--- config.mk ---
export PLATFORM = sky130hd
export DESIGN_NAME = count_run_controller
export DESIGN_NICKNAME = d
export VERILOG_FILES = /design/src/rtl/count_run_controller.sv
export SDC_FILE = /design/constraint.sdc
export NUM_CORES = 1
export LEC_CHECK = 0
export ABC_AREA = 1
export CORE_MARGIN = 1
export CORE_UTILIZATION = 68
export CTS_BUF_LIST = sky130_fd_sc_hd__clkbuf_2 sky130_fd_sc_hd__clkbuf_4 sky130_fd_sc_hd__clkbuf_8
export CTS_CLUSTER_SIZE = 14
export DETAILED_ROUTE_END_ITERATION = 16
export PLACE_DENSITY = 0.89
export SLEW_MARGIN = 40
export SYNTH_ARGS = -nofsm -noshare
export SYNTH_HDL_FRONTEND = slang
export SYNTH_SLANG_ARGS = --single-unit
--- constraint.sdc ---
create_clock -name clock -period 3.6 [get_ports clock]
set_input_delay 0.36 -clock clock [delete_from_list [all_inputs] [get_ports clock]]
set_output_delay 0.36 -clock clock [all_outputs]
set_load 0.02 [all_outputs]
--- src/rtl/count_run_controller.sv ---
// Run/pause/lap sequencer for the 8-bit enable/clear counter: debounced keys,
// prescaled count ticks, terminal-count handling and display value selection.
module count_run_controller #(
    parameter int unsigned PRESCALE = 50_000_000,
    parameter int unsigned DEBOUNCE = 500_000,
    parameter logic [7:0]  TERM     = 8'hFF,
    parameter bit          WRAP     = 1'b1
) (
    input  logic       clock,
    input  logic       reset,
    input  logic       key_start_n,
    input  logic       key_clear_n,
    input  logic       key_lap_n,
    input  logic [7:0] count,
    output logic       cnt_enable,
    output logic       cnt_clear_n,
    output logic [7:0] disp_value,
    output logic       running,
    output logic       lap_active,
    output logic       done
);

    localparam int unsigned     PS_W    = (PRESCALE > 1) ? $clog2(PRESCALE) : 1;
    localparam int unsigned     DB_W    = $clog2(DEBOUNCE + 1);
    localparam logic [PS_W-1:0] PS_LAST = PS_W'(PRESCALE - 1);
    localparam logic [DB_W-1:0] DB_LAST = DB_W'(DEBOUNCE - 1);

    typedef enum logic [1:0] {
        ST_IDLE  = 2'd0,
        ST_RUN   = 2'd1,
        ST_PAUSE = 2'd2,
        ST_DONE  = 2'd3
    } state_t;

    // Key bit order: 0 start, 1 clear, 2 lap
    logic [2:0]           keys_s;
    logic [2:0]           sync1_r;
    logic [2:0]           sync2_r;
    logic [2:0]           filt_r;
    logic [2:0]           press_r;
    logic [2:0][DB_W-1:0] db_cnt_r;

    logic                 start_ev_s;
    logic                 clear_ev_s;
    logic                 lap_ev_s;
    logic                 slot_s;
    logic                 term_s;

    state_t               state_r;
    logic [PS_W-1:0]      prescale_r;
    logic [7:0]           lap_r;
    logic                 cnt_enable_r;
    logic                 cnt_clear_n_r;
    logic [7:0]           disp_value_r;
    logic                 running_r;
    logic                 lap_active_r;
    logic                 done_r;

    assign keys_s = {key_lap_n, key_clear_n, key_start_n};

    // Two-flop synchronizers for the asynchronous pushbuttons
    always_ff @(posedge clock or negedge reset) begin
        if (!reset) begin
            sync1_r <= 3'b111;
            sync2_r <= 3'b111;
        end else begin
            sync1_r <= keys_s;
            sync2_r <= sync1_r;
        end
    end

    // Debounce filters; a press pulse is emitted on the accepted 1->0 change
    always_ff @(posedge clock or negedge reset) begin
        if (!reset) begin
            filt_r   <= 3'b111;
            press_r  <= 3'b000;
            db_cnt_r <= '0;
        end else begin
            for (int i = 0; i < 3; i++) begin
                press_r[i] <= 1'b0;
                if (sync2_r[i] != filt_r[i]) begin
                    if (db_cnt_r[i] == DB_LAST) begin
                        filt_r[i]   <= sync2_r[i];
                        db_cnt_r[i] <= '0;
                        press_r[i]  <= filt_r[i];
                    end else begin
                        db_cnt_r[i] <= db_cnt_r[i] + 1'b1;
                    end
                end else begin
                    db_cnt_r[i] <= '0;
                end
            end
        end
    end

    assign start_ev_s = press_r[0];
    assign clear_ev_s = press_r[1];
    assign lap_ev_s   = press_r[2];
    assign slot_s     = (prescale_r == PS_LAST);
    assign term_s     = (count == TERM);

    // Sequencer FSM with registered tick, clear and status outputs
    always_ff @(posedge clock or negedge reset) begin
        if (!reset) begin
            state_r       <= ST_IDLE;
            prescale_r    <= '0;
            lap_r         <= 8'h00;
            cnt_enable_r  <= 1'b0;
            cnt_clear_n_r <= 1'b1;
            running_r     <= 1'b0;
            lap_active_r  <= 1'b0;
            done_r        <= 1'b0;
        end else begin
            cnt_enable_r  <= 1'b0;
            cnt_clear_n_r <= 1'b1;
            case (state_r)
                ST_IDLE: begin
                    if (clear_ev_s) begin
                        cnt_clear_n_r <= 1'b0;
                        prescale_r    <= '0;
                        lap_active_r  <= 1'b0;
                    end else if (start_ev_s) begin
                        state_r    <= ST_RUN;
                        running_r  <= 1'b1;
                        prescale_r <= '0;
                    end
                end
                ST_RUN, ST_PAUSE: begin
                    if (clear_ev_s) begin
                        state_r       <= ST_IDLE;
                        running_r     <= 1'b0;
                        cnt_clear_n_r <= 1'b0;
                        prescale_r    <= '0;
                        lap_active_r  <= 1'b0;
                    end else begin
                        if (state_r == ST_PAUSE) begin
                            if (start_ev_s) begin
                                state_r   <= ST_RUN;
                                running_r <= 1'b1;
                            end
                        end else if (start_ev_s) begin
                            // Pausing in the slot holds it, so resume ticks first
                            state_r   <= ST_PAUSE;
                            running_r <= 1'b0;
                        end else if (slot_s) begin
                            prescale_r <= '0;
                            if (!term_s) begin
                                cnt_enable_r <= 1'b1;
                            end else if (WRAP) begin
                                cnt_clear_n_r <= 1'b0;
                            end else begin
                                state_r   <= ST_DONE;
                                running_r <= 1'b0;
                                done_r    <= 1'b1;
                            end
                        end else begin
                            prescale_r <= prescale_r + 1'b1;
                        end
                        if (lap_ev_s) begin
                            lap_active_r <= !lap_active_r;
                            if (!lap_active_r) begin
                                lap_r <= count;
                            end
                        end
                    end
                end
                ST_DONE: begin
                    if (clear_ev_s) begin
                        state_r       <= ST_IDLE;
                        done_r        <= 1'b0;
                        cnt_clear_n_r <= 1'b0;
                        prescale_r    <= '0;
                        lap_active_r  <= 1'b0;
                    end
                end
                default: begin
                    state_r      <= ST_IDLE;
                    running_r    <= 1'b0;
                    done_r       <= 1'b0;
                    prescale_r   <= '0;
                    lap_active_r <= 1'b0;
                end
            endcase
        end
    end

    // Display register: lap value while lap mode is active, live count otherwise
    always_ff @(posedge clock or negedge reset) begin
        if (!reset) begin
            disp_value_r <= 8'h00;
        end else begin
            disp_value_r <= lap_active_r ? lap_r : count;
        end
    end

    assign cnt_enable  = cnt_enable_r;
    assign cnt_clear_n = cnt_clear_n_r;
    assign disp_value  = disp_value_r;
    assign running     = running_r;
    assign lap_active  = lap_active_r;
    assign done        = done_r;

endmodule

After elaboration in Yosys (flattened, before gate mapping) --
Cells that the tools add are included. W data, S select, Z words.
Word-level totals: output and inout bits 13, input bits 13, register bits 117, logic and storage cells 104
Cells by class: reductions and logical operators 13, add/sub/neg operators 4, multiplexer cells 50, equal/unequal tests 19, bitwise operators 1
Operator list (count):
- $mux W26 | 7
- $mux W19 | 6
- $pmux W26 S3 | 1
- $add A19 B1 Y19 const B | 3
- $eq A19 B19 Y1 const B | 3
- $add A26 B1 Y26 const B | 1
- $eq A26 B26 Y1 const B | 1
- $mux W1 | 25
- $mux W2 | 6
- $ne A3 B3 Y1 const B | 4
- $reduce_and A3 Y1 | 3
- $eq A8 B8 Y1 const B | 1
- $mux W8 | 1
- $reduce_and A2 Y1 | 4
- $pmux W1 S2 | 3
- $pmux W2 S3 | 1
- $eq A2 B2 Y1 const B | 2
- $ne A2 B2 Y1 const B | 2
- $ne A4 B4 Y1 const B | 1
- $reduce_and A4 Y1 | 1
- $reduce_or A2 Y1 | 2
- $ne A1 B1 Y1 | 3
- $eq A2 B1 Y1 const B | 1
- $logic_not A2 Y1 | 1
- 4 further kinds | 4

Longest topological paths before layout --
Gate-level depths: netlist of run 1.
word-level depth 7, mapped depth 11, depth with buffers taken out 10

Least setup slack after synthesis of run 1 --
OpenSTA, ideal clock, no wires.
path kind reg2reg, start point register state_r[1], end point register prescale_r[16], period minus slack after synthesis 1.593 ns, cell stages (with the launch flop) 10, buffers on the path 1, required time 3.531 ns, setup slack 2.007 ns, library setup time 0.069 ns, data arrival time 1.524 ns, path through dfrtp_1 -> inv_1 -> ha_1 -> inv_1 -> nor2_1 -> nand2_2 -> nand2_4 -> inv_4 -> buf_12 -> nor2_2
Between the ends: word-level cells in the longest chain between the ends 4, elaborated cells on any way between the ends 11, those cells by class 7 x eq/ne; 1 x mux; 3 x reduce/logical
RTL lines:
- start, declared | RTL line 49 | state_t state_r;
- start signal, assigned | RTL line 105 | state_r <= ST_IDLE;
- start signal, assigned | RTL line 123 | state_r <= ST_RUN;
- start signal, assigned | RTL line 130 | state_r <= ST_IDLE;
- $eq A2 B2 Y1 or $eq A2 B1 Y1 (tied branches) | RTL line 116, 136
- $reduce_or A2 Y1 | RTL line 116 | case (state_r)
- $ne A3 B3 Y1 (no source line)
- $reduce_and A4 Y1 (no source line)
- end signal, assigned | RTL line 157 | prescale_r <= prescale_r + 1'b1;
- end, declared | RTL line 50 | logic [PS_W-1:0] prescale_r;
Parallel ways exist; a longest one is shown, timed or not. A chain may end at the register's enable or synchronous reset.

Worst setup path after layout of run 1 --
start point register state_r[1], end point register prescale_r[13]
Same word-level chain as after synthesis.

==> flow_metrics.tcl, run 1 <==
set metrics [dict create \
    run_status "finished, final reports clean" \
    detail_route.wl_per_cell_um 13.3 \
    critical_path_cell_count 8 \
    post_cts_buffers 0 \
    cp_num_buf_inv 3 \
    tritoncts.num_buffers 17 \
    clk_root_buffer_cell "sky130_fd_sc_hd__clkbuf_8" \
    timing.setup.tns_ns 0 \
    std_cell_rows 35 \
    post_synth_inst_count 825 \
    ctsLongestPathBuffers 2 \
    crit_fanout 29 \
    fp.dieArea_um2 9820 \
    drt_iter0_markers 278 \
    timing.final.max_slew_violations 0 \
    post_synth_num_cell_types 43 \
    placed_area_um2 6710 \
    h-tree-depth 4 \
    cts_tree "built" \
    drtPass1Iterations 5 \
    rr_worst_depth 8 \
    worst_slew_margin_rel 0.633 \
    critical_path.startpoint_type "flop" \
    hold_class "input port to flop" \
    flow.area_growth_from_synthesis_pct 11.9 \
    arrival_ns 2.60 \
    dr_wl_met3_um 849 \
    floorplan.die.height_um 99.1 \
    antenna_cells_inserted 0 \
    routabilityCongestion 0.899 \
    instances_no_fill 986 \
    seq_area_frac_synth 0.458 \
    total_switching_power_mw 0.578 \
    worstSkewPairLatency_ns 0.43 \
    dieWidth_um 99.1 \
    viasPerCell 5.52 \
    sw_frac_of_total 0.208 \
    hold_bufs_inserted_after_cts 0 \
    numClockSinks 117 \
    ir_worst_vdd_mv 0.389 \
    post_synth_edffs 0 \
    worst_path_dominant_cell_family "buffers and inverters" \
    grt_antenna_before_repair 0 \
    cpMaxStageDelayCell "sky130_fd_sc_hd__inv_2" \
    max_cap_violations 0 \
    dominantRegCellSynth "sky130_fd_sc_hd__dfrtp_1" \
    timing_worst_setup_path_type "flop to flop" \
    critical_path_required_ns 3.91 \
    effective_utilization_at_floorplan 0.697 \
    clock_power_share 0.484 \
    final_hold_viol_count 0 \
    wire_length_of_the_first_global_routing_pass_mm 22.6 \
    grt_pass1_vias 5206 \
    grt_max_degree 64 \
    global_route.usage.total 0.290 \
    critical_path.max_stage_delay_ns 0.50 \
    top_layer_used "met4" \
    postSynthRegisterBits 117 \
    regToRegStartpoint "state_r[1]$_DFFE_PN0P_" \
    critPathCapture "prescale_r[13]$_DFFE_PN0P_" \
    power.leakage_nw 3.34 \
    worstSetupStartpoint "state_r[1]$_DFFE_PN0P_" \
    design_power_total_mw 2.78 \
    wirelength_met1_mm 5.60 \
    grt_overflow_total 0 \
    synth_fp_nets 846 \
    proportion_of_layout_cells_with_a_drive_suffix_above_1 0.127 \
    p_per_area_nw_per_um2 388 \
    clock.fmax_ghz 0.436 \
    drcViolationCount 0 \
    worst_setup_hold_path_clk_slew_ns 0.07 \
    ioPinCount 26 \
    ys_warn_count 0 \
    postCtsResizedCells 0 \
    timing_worst_slew_pin_value_ns 0.551 \
    post-place-cells 953 \
    timing.final.setup_violations 0 \
    finClkSkew_ns 0.00702 \
    endpoint_kind "flop" \
    postSynth.asyncResetShare 1.00 \
    cp_cell_sequence "inv_1 -> ha_1 -> nand3_1 -> nand3_2 -> inv_2 -> nand2_4 -> inv_4 -> nor2_1" \
    detailroute.via_count 5447 \
    worst_r2r_end "prescale_r[13]$_DFFE_PN0P_" \
    post-route-cell-area_um2 7180 \
    routed-wl-met2_mm 6.43 \
    dp_hpwl_mm 9.07 \
    reg2reg_slack_ns 1.31 \
    mappedNetlistArea_um2 6410 \
    hold_slack_ns 0.329 \
    port_buffers 24 \
    rsz0062_at_grt "false" \
    synthesis.area_per_instance_um2 7.77 \
    num-nets-final 883 \
    placeableCoreArea_um2 9200 \
    internal_power_mw 2.21 \
    finalCritPeriodShare 0.637 \
    post_detailed_routing_wire_length_mm 13.1 \
    final_period_minus_worst_setup_slack_ns 2.29 \
    comb_power_share 0.034 \
    detail-route-antenna-nets 0 \
    power.share.sequential 0.483 \
]
-- per-layer routing --
metal	up-vias	track usage
met5	-	0
met3	22	0.0499
met4	0	0.107
met1	2542	0.370
li1	2683	-
met2	200	0.500
-- cell type report --
| cell class | count | area, um2 |
|---|---|---|
| inverters | 114 | 430 |
| multi-input cells | 585 | 2950 |
| fillers | 593 | 2020 |
| flip-flops and latches | 117 | 2940 |
| clock buffers | 23 | 304 |
| clock inverters | 9 | 148 |
| repair buffers | 27 | 267 |
| well taps | 111 | 139 |
-- kinds of logic (layout without fill, tap and decap cells) --
family                     Yosys count  after routing  synth area share
and+or+nand+nor                    493            493             0.358
buffers and inverters              123            173            0.0819
DFF                                117            117             0.458
AOI/OAI and AO/OA                   56             56            0.0488
xor gates and xnor gates            27             27            0.0369
adders and majority gates            8              8            0.0156
other                                1              1          0.000585
-- how the worst min path moves through the flow --
stage / startpoint / cells past startpoint / end / slack, ns
after CTS: reset / 1 / db_cnt_r[23]$_DFF_PN0_ / 0.03
final: key_start_n / 1 / sync1_r[0]$_DFF_PN1_ / 0.33
after global routing: key_clear_n / 1 / sync1_r[1]$_DFF_PN1_ / 0.32
after detailed placement: sync1_r[2]$_DFF_PN1_ / 0 / sync2_r[2]$_DFF_PN1_ / 0.35
after global placement: sync1_r[0]$_DFF_PN1_ / 0 / sync2_r[0]$_DFF_PN1_ / 0.35
after floorplan: reset / 0 / cnt_enable$_DFF_PN0_ / 0.06
-- worst reg2reg max path: cells and delay by family, from the launching register on --
kind	cells	cell delay, ns
buf+inv	3	0.87
simple gates	4	0.58
flops	1	0.40
fa+ha+maj	1	0.34
-- sequential cells by signal, indices dropped and copies added, names as in the netlist --
signal	cells
cnt_enable	1
sync2_r	3
state_r	2
filt_r	3
cnt_clear_n	1
db_cnt_r	57
sync1_r	3
lap_r	8
disp_value	8
prescale_r	26
press_r	3
running	1
lap_active	1
-- metrics by stage --
step	utilization	setup slack [ns]
floorplan	-	2.01
global placement	0.730	1.43
detailed placement	0.730	1.36
CTS	0.779	1.34
global route	0.781	1.12
finish	0.781	1.31
-- cells in the mapped netlist (3+ instances only) --
cell type	instances	share of area
sky130_fd_sc_hd__xnor2_1	4	0.0055
sky130_fd_sc_hd__buf_6	3	0.0053
sky130_fd_sc_hd__ha_1	8	0.016
sky130_fd_sc_hd__o21bai_1	3	0.0035
sky130_fd_sc_hd__nand4_1	32	0.031
sky130_fd_sc_hd__dfrtp_1	107	0.42
sky130_fd_sc_hd__inv_1	110	0.064
sky130_fd_sc_hd__nor2_4	6	0.011
sky130_fd_sc_hd__a21oi_1	19	0.015
sky130_fd_sc_hd__xor2_1	23	0.031
sky130_fd_sc_hd__dfstp_2	10	0.041
sky130_fd_sc_hd__a31oi_1	4	0.0039
sky130_fd_sc_hd__nor3b_1	5	0.0059
sky130_fd_sc_hd__nand3_1	52	0.041
sky130_fd_sc_hd__nor2_2	30	0.029
sky130_fd_sc_hd__o21ai_0	22	0.017
sky130_fd_sc_hd__nor3_1	16	0.012
sky130_fd_sc_hd__nand2_1	178	0.10
sky130_fd_sc_hd__nor2_1	146	0.085
sky130_fd_sc_hd__inv_2	3	0.0018
sky130_fd_sc_hd__nand2_2	11	0.011
sky130_fd_sc_hd__or2_2	3	0.0029
sky130_fd_sc_hd__nor3_2	3	0.0047
-- placed cells by master (no fill, tap or decap), types with 3 or more instances in the layout --
cell type,synthesis,layout
sky130_fd_sc_hd__nor3_2,3,3
sky130_fd_sc_hd__o21ai_0,22,22
sky130_fd_sc_hd__inv_2,3,3
sky130_fd_sc_hd__or2_2,3,3
sky130_fd_sc_hd__dfstp_2,10,10
sky130_fd_sc_hd__nor2_2,30,31
sky130_fd_sc_hd__bufinv_16,0,4
sky130_fd_sc_hd__nand4_1,32,32
sky130_fd_sc_hd__nor2_1,146,145
sky130_fd_sc_hd__o21bai_1,3,3
sky130_fd_sc_hd__nand2_1,178,178
sky130_fd_sc_hd__nand2_2,11,11
sky130_fd_sc_hd__xor2_1,23,23
sky130_fd_sc_hd__dfrtp_1,107,107
sky130_fd_sc_hd__a31oi_1,4,4
sky130_fd_sc_hd__a21oi_1,19,19
sky130_fd_sc_hd__nor3_1,16,16
sky130_fd_sc_hd__ha_1,8,8
sky130_fd_sc_hd__nor3b_1,5,5
sky130_fd_sc_hd__clkbuf_8,0,21
sky130_fd_sc_hd__clkinv_2,0,4
sky130_fd_sc_hd__xnor2_1,4,4
sky130_fd_sc_hd__clkdlybuf4s50_1,0,23
sky130_fd_sc_hd__nor2_4,6,6
sky130_fd_sc_hd__nand3_1,52,52
sky130_fd_sc_hd__inv_1,110,110
-- power by group through the flow --
stage	clock network, mW	registers, mW	logic (mW)
CTS	1.36	1.34	0.0942
detailed placement	0	1.37	0.0931
floorplan	0	1.37	0.0287
finish	1.35	1.34	0.0937
global placement	0	1.37	0.0906
global route	1.41	1.34	0.107
(Power assumes the default switching activity.)
==> run 2: changes to the inputs <==
--- a/config.mk
+++ b/config.mk
@@ -7,11 +7,11 @@
 export LEC_CHECK = 0
 export ABC_AREA = 1
 export CORE_MARGIN = 1
-export CORE_UTILIZATION = 68
+export CORE_UTILIZATION = 63
 export CTS_BUF_LIST = sky130_fd_sc_hd__clkbuf_2 sky130_fd_sc_hd__clkbuf_4 sky130_fd_sc_hd__clkbuf_8
 export CTS_CLUSTER_SIZE = 14
 export DETAILED_ROUTE_END_ITERATION = 16
-export PLACE_DENSITY = 0.89
+export PLACE_DENSITY = 0.83
 export SLEW_MARGIN = 40
 export SYNTH_ARGS = -nofsm -noshare
 export SYNTH_HDL_FRONTEND = slang
==> constraint.sdc (replaced) <==
create_clock -name clock -period 2.3 [get_ports clock]
set_input_delay 0.23 -clock clock [delete_from_list [all_inputs] [get_ports clock]]
set_output_delay 0.23 -clock clock [all_outputs]
set_load 0.02 [all_outputs]
==> flow_metrics.tcl, run 2 (synthesized netlist as in run 1, its figures left out) <==
set metrics [dict create \
    run_status "finished, final reports clean" \
    fp.dieArea_um2 10600 \
    routabilityCongestion 0.913 \
    largestRegisters "db_cnt_r x57, prescale_r x26" \
    timing.setup.tns_ns 0 \
    timing_worst_setup_path_type "flop to flop" \
    drt_iter0_markers 215 \
    number_of_flip_flops_under_the_largest_register_name 57 \
    crit_fanout 29 \
    rsz0062_at_grt "false" \
    met2_usage 0.435 \
    globalRouteMet1Util 0.354 \
    wire_length_of_the_first_global_routing_pass_mm 22.2 \
    ctsLongestPathBuffers 2 \
    regMostFlops "db_cnt_r" \
    p_per_area_nw_per_um2 568 \
    flow.area_growth_from_synthesis_pct 11.6 \
    grt_pass1_vias 5027 \
    detail-route-antenna-nets 0 \
    drtPass1Iterations 4 \
    h-tree-depth 4 \
    critical_path.max_stage_delay_ns 0.40 \
    global_route.usage.total 0.273 \
    effective_utilization_at_floorplan 0.653 \
    cts_tree "built" \
    final_period_minus_worst_setup_slack_ns 2.03 \
    cp_num_buf_inv 3 \
    timing.final.setup_violations 0 \
    top_library_cells_by_usage_in_the_layout_fill_and_taps_aside "178 x sky130_fd_sc_hd__nand2_1, 146 x sky130_fd_sc_hd__nor2_1, 110 x sky130_fd_sc_hd__inv_1, 107 x sky130_fd_sc_hd__dfrtp_1, 52 x sky130_fd_sc_hd__nand3_1" \
    std_cell_rows 36 \
    layout.area.seq_um2 2940 \
    num-nets-final 885 \
    dieWidth_um 103 \
    post_cts_buffers 0 \
    viasPerCell 5.30 \
    grt_overflow_total 0 \
    layout.filler_cells 746 \
    timing.final.max_slew_violations 0 \
    critical_path_required_ns 2.62 \
    finalCritPeriodShare 0.883 \
    tritoncts.num_buffers 17 \
    floorplan.die.height_um 103 \
    drcViolationCount 0 \
    dp_hpwl_mm 9.34 \
    detailroute.via_count 5349 \
    power.leakage_nw 3.32 \
    worst_path_dominant_cell_family "buffers and inverters" \
    final_common_cell "sky130_fd_sc_hd__nand2_1" \
    post_detailed_routing_wire_length_mm 13.0 \
    global_route.peak_usage_layer "met2" \
    port_buffers 24 \
    clk_root_buffer_cell "sky130_fd_sc_hd__clkbuf_8" \
    multi_input_area_um2 2950 \
    hold_bufs_inserted_after_cts 1 \
    critical_path.startpoint_type "flop" \
    timing_worst_slew_pin_value_ns 0.536 \
    hold_slack_ns 0.186 \
    clock.fmax_ghz 0.493 \
    finClkSkew_ns 0.00747 \
    antenna_cells_inserted 0 \
    worstSkewPairLatency_ns 0.45 \
    arrival_ns 2.35 \
    hold_class "input port to flop" \
    final_hold_viol_count 0 \
    max_cap_violations 0 \
    grt_antenna_before_repair 0 \
    ioPinCount 26 \
    detail_route.wl_per_cell_um 12.8 \
    worst_slew_margin_rel 0.643 \
    postCtsResizedCells 0 \
    cpMaxStageDelayCell "sky130_fd_sc_hd__dfrtp_1" \
    grt_max_degree 48 \
    endpoint_kind "flop" \
    cp_cell_sequence "inv_1 -> ha_1 -> nand3_1 -> nand3_2 -> inv_2 -> nand2_4 -> inv_4 -> nor2_1" \
    worst_setup_hold_path_clk_slew_ns 0.07 \
    utilization 0.729 \
    proportion_of_layout_cells_with_a_drive_suffix_above_1 0.128 \
    use_met3 0.0698 \
    placeableCoreArea_um2 9820 \
    ir_worst_vdd_mv 0.436 \
    numClockSinks 117 \
]
-- run 2: cell count changes in the layout (fill, tap and decap cells not counted), moves of 2 or more --
| cell | change |
|---|---|
| sky130_fd_sc_hd__bufinv_16 | -2 |
| sky130_fd_sc_hd__clkbuf_8 | -3 |
| sky130_fd_sc_hd__clkinv_2 | +3 |
| sky130_fd_sc_hd__buf_4 | +2 |
-- run 2: area by class of cell --
| class | instances | area share |
|---|---|---|
| Clock inverter | 11 | 0.0154 |
| Multi-Input combinational cell | 585 | 0.412 |
| Sequential cell | 117 | 0.411 |
| Tap cell | 133 | 0.0233 |
| Clock buffer | 21 | 0.0378 |
| Timing Repair Buffer | 29 | 0.0406 |
| Inverter | 114 | 0.0602 |
-- run 2: worst paths after layout --
check                                        from                    endpoint  slack, ns  cells past startpoint
max                        state_r[1]$_DFFE_PN0P_  prescale_r[17]$_DFFE_PN0P_       0.27                      8
min                                   key_start_n        sync1_r[0]$_DFF_PN1_       0.19                      1
max reg2reg                state_r[1]$_DFFE_PN0P_  prescale_r[17]$_DFFE_PN0P_       0.27                      8
min reg2reg                  sync1_r[2]$_DFF_PN1_        sync2_r[2]$_DFF_PN1_       0.36                      0
max in group asynchronous                   reset       filt_r[1]$_DFFE_PN1P_       1.19                      3
min in group asynchronous                   reset      db_cnt_r[33]$_DFF_PN0_       0.31                      2
-- run 2: routing by layer --
layer  wire [um]  vias to the layer above
li1            -                     2689
met1        5880                     2476
met2        6060                      160
met3         791                       24
met4         231                        0
met5           0                        -
-- run 2: worst register-to-register path: cells and delay by family (launching register included) --
family / cells / cell delay, ns
buffers and inverters: 3 / 0.75
DFF: 1 / 0.40
and+or+nand+nor: 4 / 0.42
adders and majority gates: 1 / 0.34
-- run 2: through the flow --
| step | total power, mW | instance area, um2 | setup WS [ns] | instances |
|---|---|---|---|---|
| final | 4.07 | 7160 | 0.270 | 1010 |
| after global routing | 4.20 | 7160 | 0.131 | 1010 |
| after CTS | 4.10 | 7160 | 0.282 | 1010 |
| after detailed placement | 2.29 | 6770 | 0.312 | 977 |
| after global placement | 2.28 | 6770 | 0.406 | 977 |
| after floorplan | 2.19 | 6410 | 0.707 | 825 |
-- run 2: power by group --
group | switching (mW) | internal [mW]
clock network | 0.809 | 1.01
registers | 0.0146 | 2.09
logic | 0.0943 | 0.0524
total | 0.918 | 3.15
==> run 3: changes to the inputs <==
--- a/config.mk
+++ b/config.mk
@@ -11,7 +11,7 @@
 export CTS_BUF_LIST = sky130_fd_sc_hd__clkbuf_2 sky130_fd_sc_hd__clkbuf_4 sky130_fd_sc_hd__clkbuf_8
 export CTS_CLUSTER_SIZE = 14
 export DETAILED_ROUTE_END_ITERATION = 16
-export PLACE_DENSITY = 0.83
+export PLACE_DENSITY_LB_ADDON = 0.05
 export SLEW_MARGIN = 40
 export SYNTH_ARGS = -nofsm -noshare
 export SYNTH_HDL_FRONTEND = slang
==> flow_metrics.tcl, run 3 (synthesized netlist as in run 1, its figures left out) <==
set metrics [dict create \
    final_hold_viol_count 0 \
    worst_path_dominant_cell_family "buffers and inverters" \
    rr_worst_depth 8 \
    arrival_ns 2.35 \
    h-tree-depth 4 \
    power.leakage_nw 3.33 \
    num-nets-final 886 \
    post_detailed_routing_wire_length_mm 13.1 \
    dp_hpwl_mm 9.26 \
    ioPinCount 26 \
    global_route.usage.total 0.274 \
    regMostFlops "db_cnt_r" \
    routabilityCongestion 0.902 \
    cp_num_buf_inv 3 \
    top_library_cells_by_usage_in_the_layout_fill_and_taps_aside "178 x sky130_fd_sc_hd__nand2_1, 146 x sky130_fd_sc_hd__nor2_1, 110 x sky130_fd_sc_hd__inv_1, 107 x sky130_fd_sc_hd__dfrtp_1, 52 x sky130_fd_sc_hd__nand3_1" \
    tritoncts.num_buffers 17 \
    worstSkewPairLatency_ns 0.45 \
    comb_power_share 0.036 \
    rsz0062_at_grt "false" \
    grt_pass1_vias 5076 \
    clock.fmax_ghz 0.492 \
    drt_iter0_markers 214 \
    std_cell_rows 36 \
    grt_overflow_total 0 \
    antenna_cells_inserted 0 \
    wire_length_of_the_first_global_routing_pass_mm 22.3 \
    numClockSinks 117 \
    floorplan.die.height_um 103 \
    viasPerCell 5.29 \
    hold_bufs_inserted_after_cts 1 \
    post_cts_buffers 0 \
    cts_tree "built" \
    drtPass1Iterations 5 \
    critical_path.startpoint_type "flop" \
    reg2reg_slack_ns 0.27 \
    ir_worst_vdd_mv 0.480 \
    largestRegisters "db_cnt_r x57, prescale_r x26" \
    port_buffers 24 \
    clock_power_share 0.451 \
    run_status "finished, final reports clean" \
    max_cap_violations 0 \
    drcViolationCount 0 \
    finalCritPeriodShare 0.883 \
    ctsLongestPathBuffers 2 \
    total_switching_power_mw 0.932 \
    placeableCoreArea_um2 9820 \
    grt_antenna_before_repair 0 \
    flow.area_growth_from_synthesis_pct 11.7 \
    number_of_flip_flops_under_the_largest_register_name 57 \
    proportion_of_layout_cells_with_a_drive_suffix_above_1 0.129 \
    regToRegStartpoint "state_r[0]$_DFFE_PN0P_" \
    critical_path_cell_count 8 \
    layout_setup_ws_ns 0.268 \
    dieWidth_um 103 \
    clk_root_buffer_cell "sky130_fd_sc_hd__clkbuf_8" \
    placement_stage_worst_setup_slack_ns 0.293 \
    postCtsResizedCells 0 \
    worstSetupStartpoint "state_r[0]$_DFFE_PN0P_" \
    detailroute.via_count 5346 \
    detail_route.wl_per_cell_um 13.0 \
    worst_setup_hold_path_clk_slew_ns 0.07 \
    grt_max_degree 53 \
    worst_slew_margin_rel 0.648 \
    internal_power_mw 3.17 \
    final_common_cell "sky130_fd_sc_hd__nand2_1" \
    worst_r2r_end "prescale_r[19]$_DFFE_PN0P_" \
    final_period_minus_worst_setup_slack_ns 2.03 \
    hold_class "input port to async pin" \
    crit_fanout 29 \
    fp.dieArea_um2 10600 \
    p_per_area_nw_per_um2 572 \
    effective_utilization_at_floorplan 0.653 \
    timing.setup.tns_ns 0 \
    endpoint_kind "flop" \
    finClkSkew_ns 0.00695 \
    cp_cell_sequence "inv_1 -> ha_1 -> nand3_1 -> nand3_2 -> inv_2 -> nand2_4 -> inv_4 -> nor2_2" \
    critical_path.max_stage_delay_ns 0.41 \
    timing.final.setup_violations 0 \
    timing.final.max_slew_violations 0 \
    detail-route-antenna-nets 0 \
    cpMaxStageDelayCell "sky130_fd_sc_hd__inv_2" \
    sw_frac_of_total 0.227 \
    power.share.sequential 0.513 \
    critical_path_required_ns 2.62 \
    timing_worst_slew_pin_value_ns 0.527 \
    timing_worst_setup_path_type "flop to flop" \
]
[run 3: cell types whose count changed in the layout (fill, tap and decap cells not counted)]
cell	change
sky130_fd_sc_hd__clkinv_2	+1
sky130_fd_sc_hd__clkinvlp_4	-1
sky130_fd_sc_hd__clkbuf_4	-1
sky130_fd_sc_hd__clkbuf_8	+1
sky130_fd_sc_hd__buf_4	+1
[run 3: worst max path at each step]
| stage | slack [ns] | to |
|---|---|---|
| floorplan | 0.71 | prescale_r[16]$_DFFE_PN0P_ |
| detailed placement | 0.29 | prescale_r[19]$_DFFE_PN0P_ |
| global placement | 0.39 | prescale_r[13]$_DFFE_PN0P_ |
| global route | 0.14 | prescale_r[13]$_DFFE_PN0P_ |
| finish | 0.27 | prescale_r[19]$_DFFE_PN0P_ |
| CTS | 0.29 | prescale_r[13]$_DFFE_PN0P_ |
[run 3: cell type report]
| cell class | instances | area (um2) |
|---|---|---|
| Sequential cell | 117 | 2940 |
| Clock buffer | 21 | 277 |
| Timing Repair Buffer | 30 | 298 |
| Inverter | 114 | 430 |
| Clock inverter | 11 | 108 |
| Multi-Input combinational cell | 585 | 2950 |
| Tap cell | 133 | 166 |
| Fill cell | 792 | 2650 |
[run 3: layer usage]
| metal | track usage | vias up | share of wire |
|---|---|---|---|
| li1 | - | 2683 | - |
| met1 | 0.356 | 2513 | 0.46 |
| met2 | 0.444 | 130 | 0.48 |
| met3 | 0.0692 | 20 | 0.053 |
| met4 | 0.107 | 0 | 0.012 |
| met5 | 0 | - | 0 |
[run 3: metrics by stage]
| step | instance area [um2] | instances | hold WS, ns | total power, mW | util |
|---|---|---|---|---|---|
| finish | 7170 | 1011 | 0.177 | 4.10 | 0.730 |
| floorplan | 6410 | 825 | -0.0656 | 2.19 | - |
| detailed placement | 6770 | 978 | 0.0968 | 2.29 | 0.690 |
| global route | 7170 | 1011 | 0.182 | 4.25 | 0.730 |
| CTS | 7170 | 1011 | 0.161 | 4.14 | 0.730 |
| global placement | 6770 | 978 | 0.0945 | 2.29 | 0.690 |
[run 3: power groups by stage]
stage	logic (mW)	registers, mW	clock network, mW
floorplan	0.0449	2.15	0
global placement	0.149	2.14	0
detailed placement	0.151	2.14	0
CTS	0.153	2.10	1.88
global route	0.171	2.10	1.98
finish	0.149	2.10	1.85
[run 3: worst reg2reg max path: cells and delay by family (launching register included)]
| family | cells | cell delay (ns) |
|---|---|---|
| buf+inv | 3 | 0.76 |
| simple gates | 4 | 0.42 |
| flops | 1 | 0.38 |
| fa+ha+maj | 1 | 0.36 |
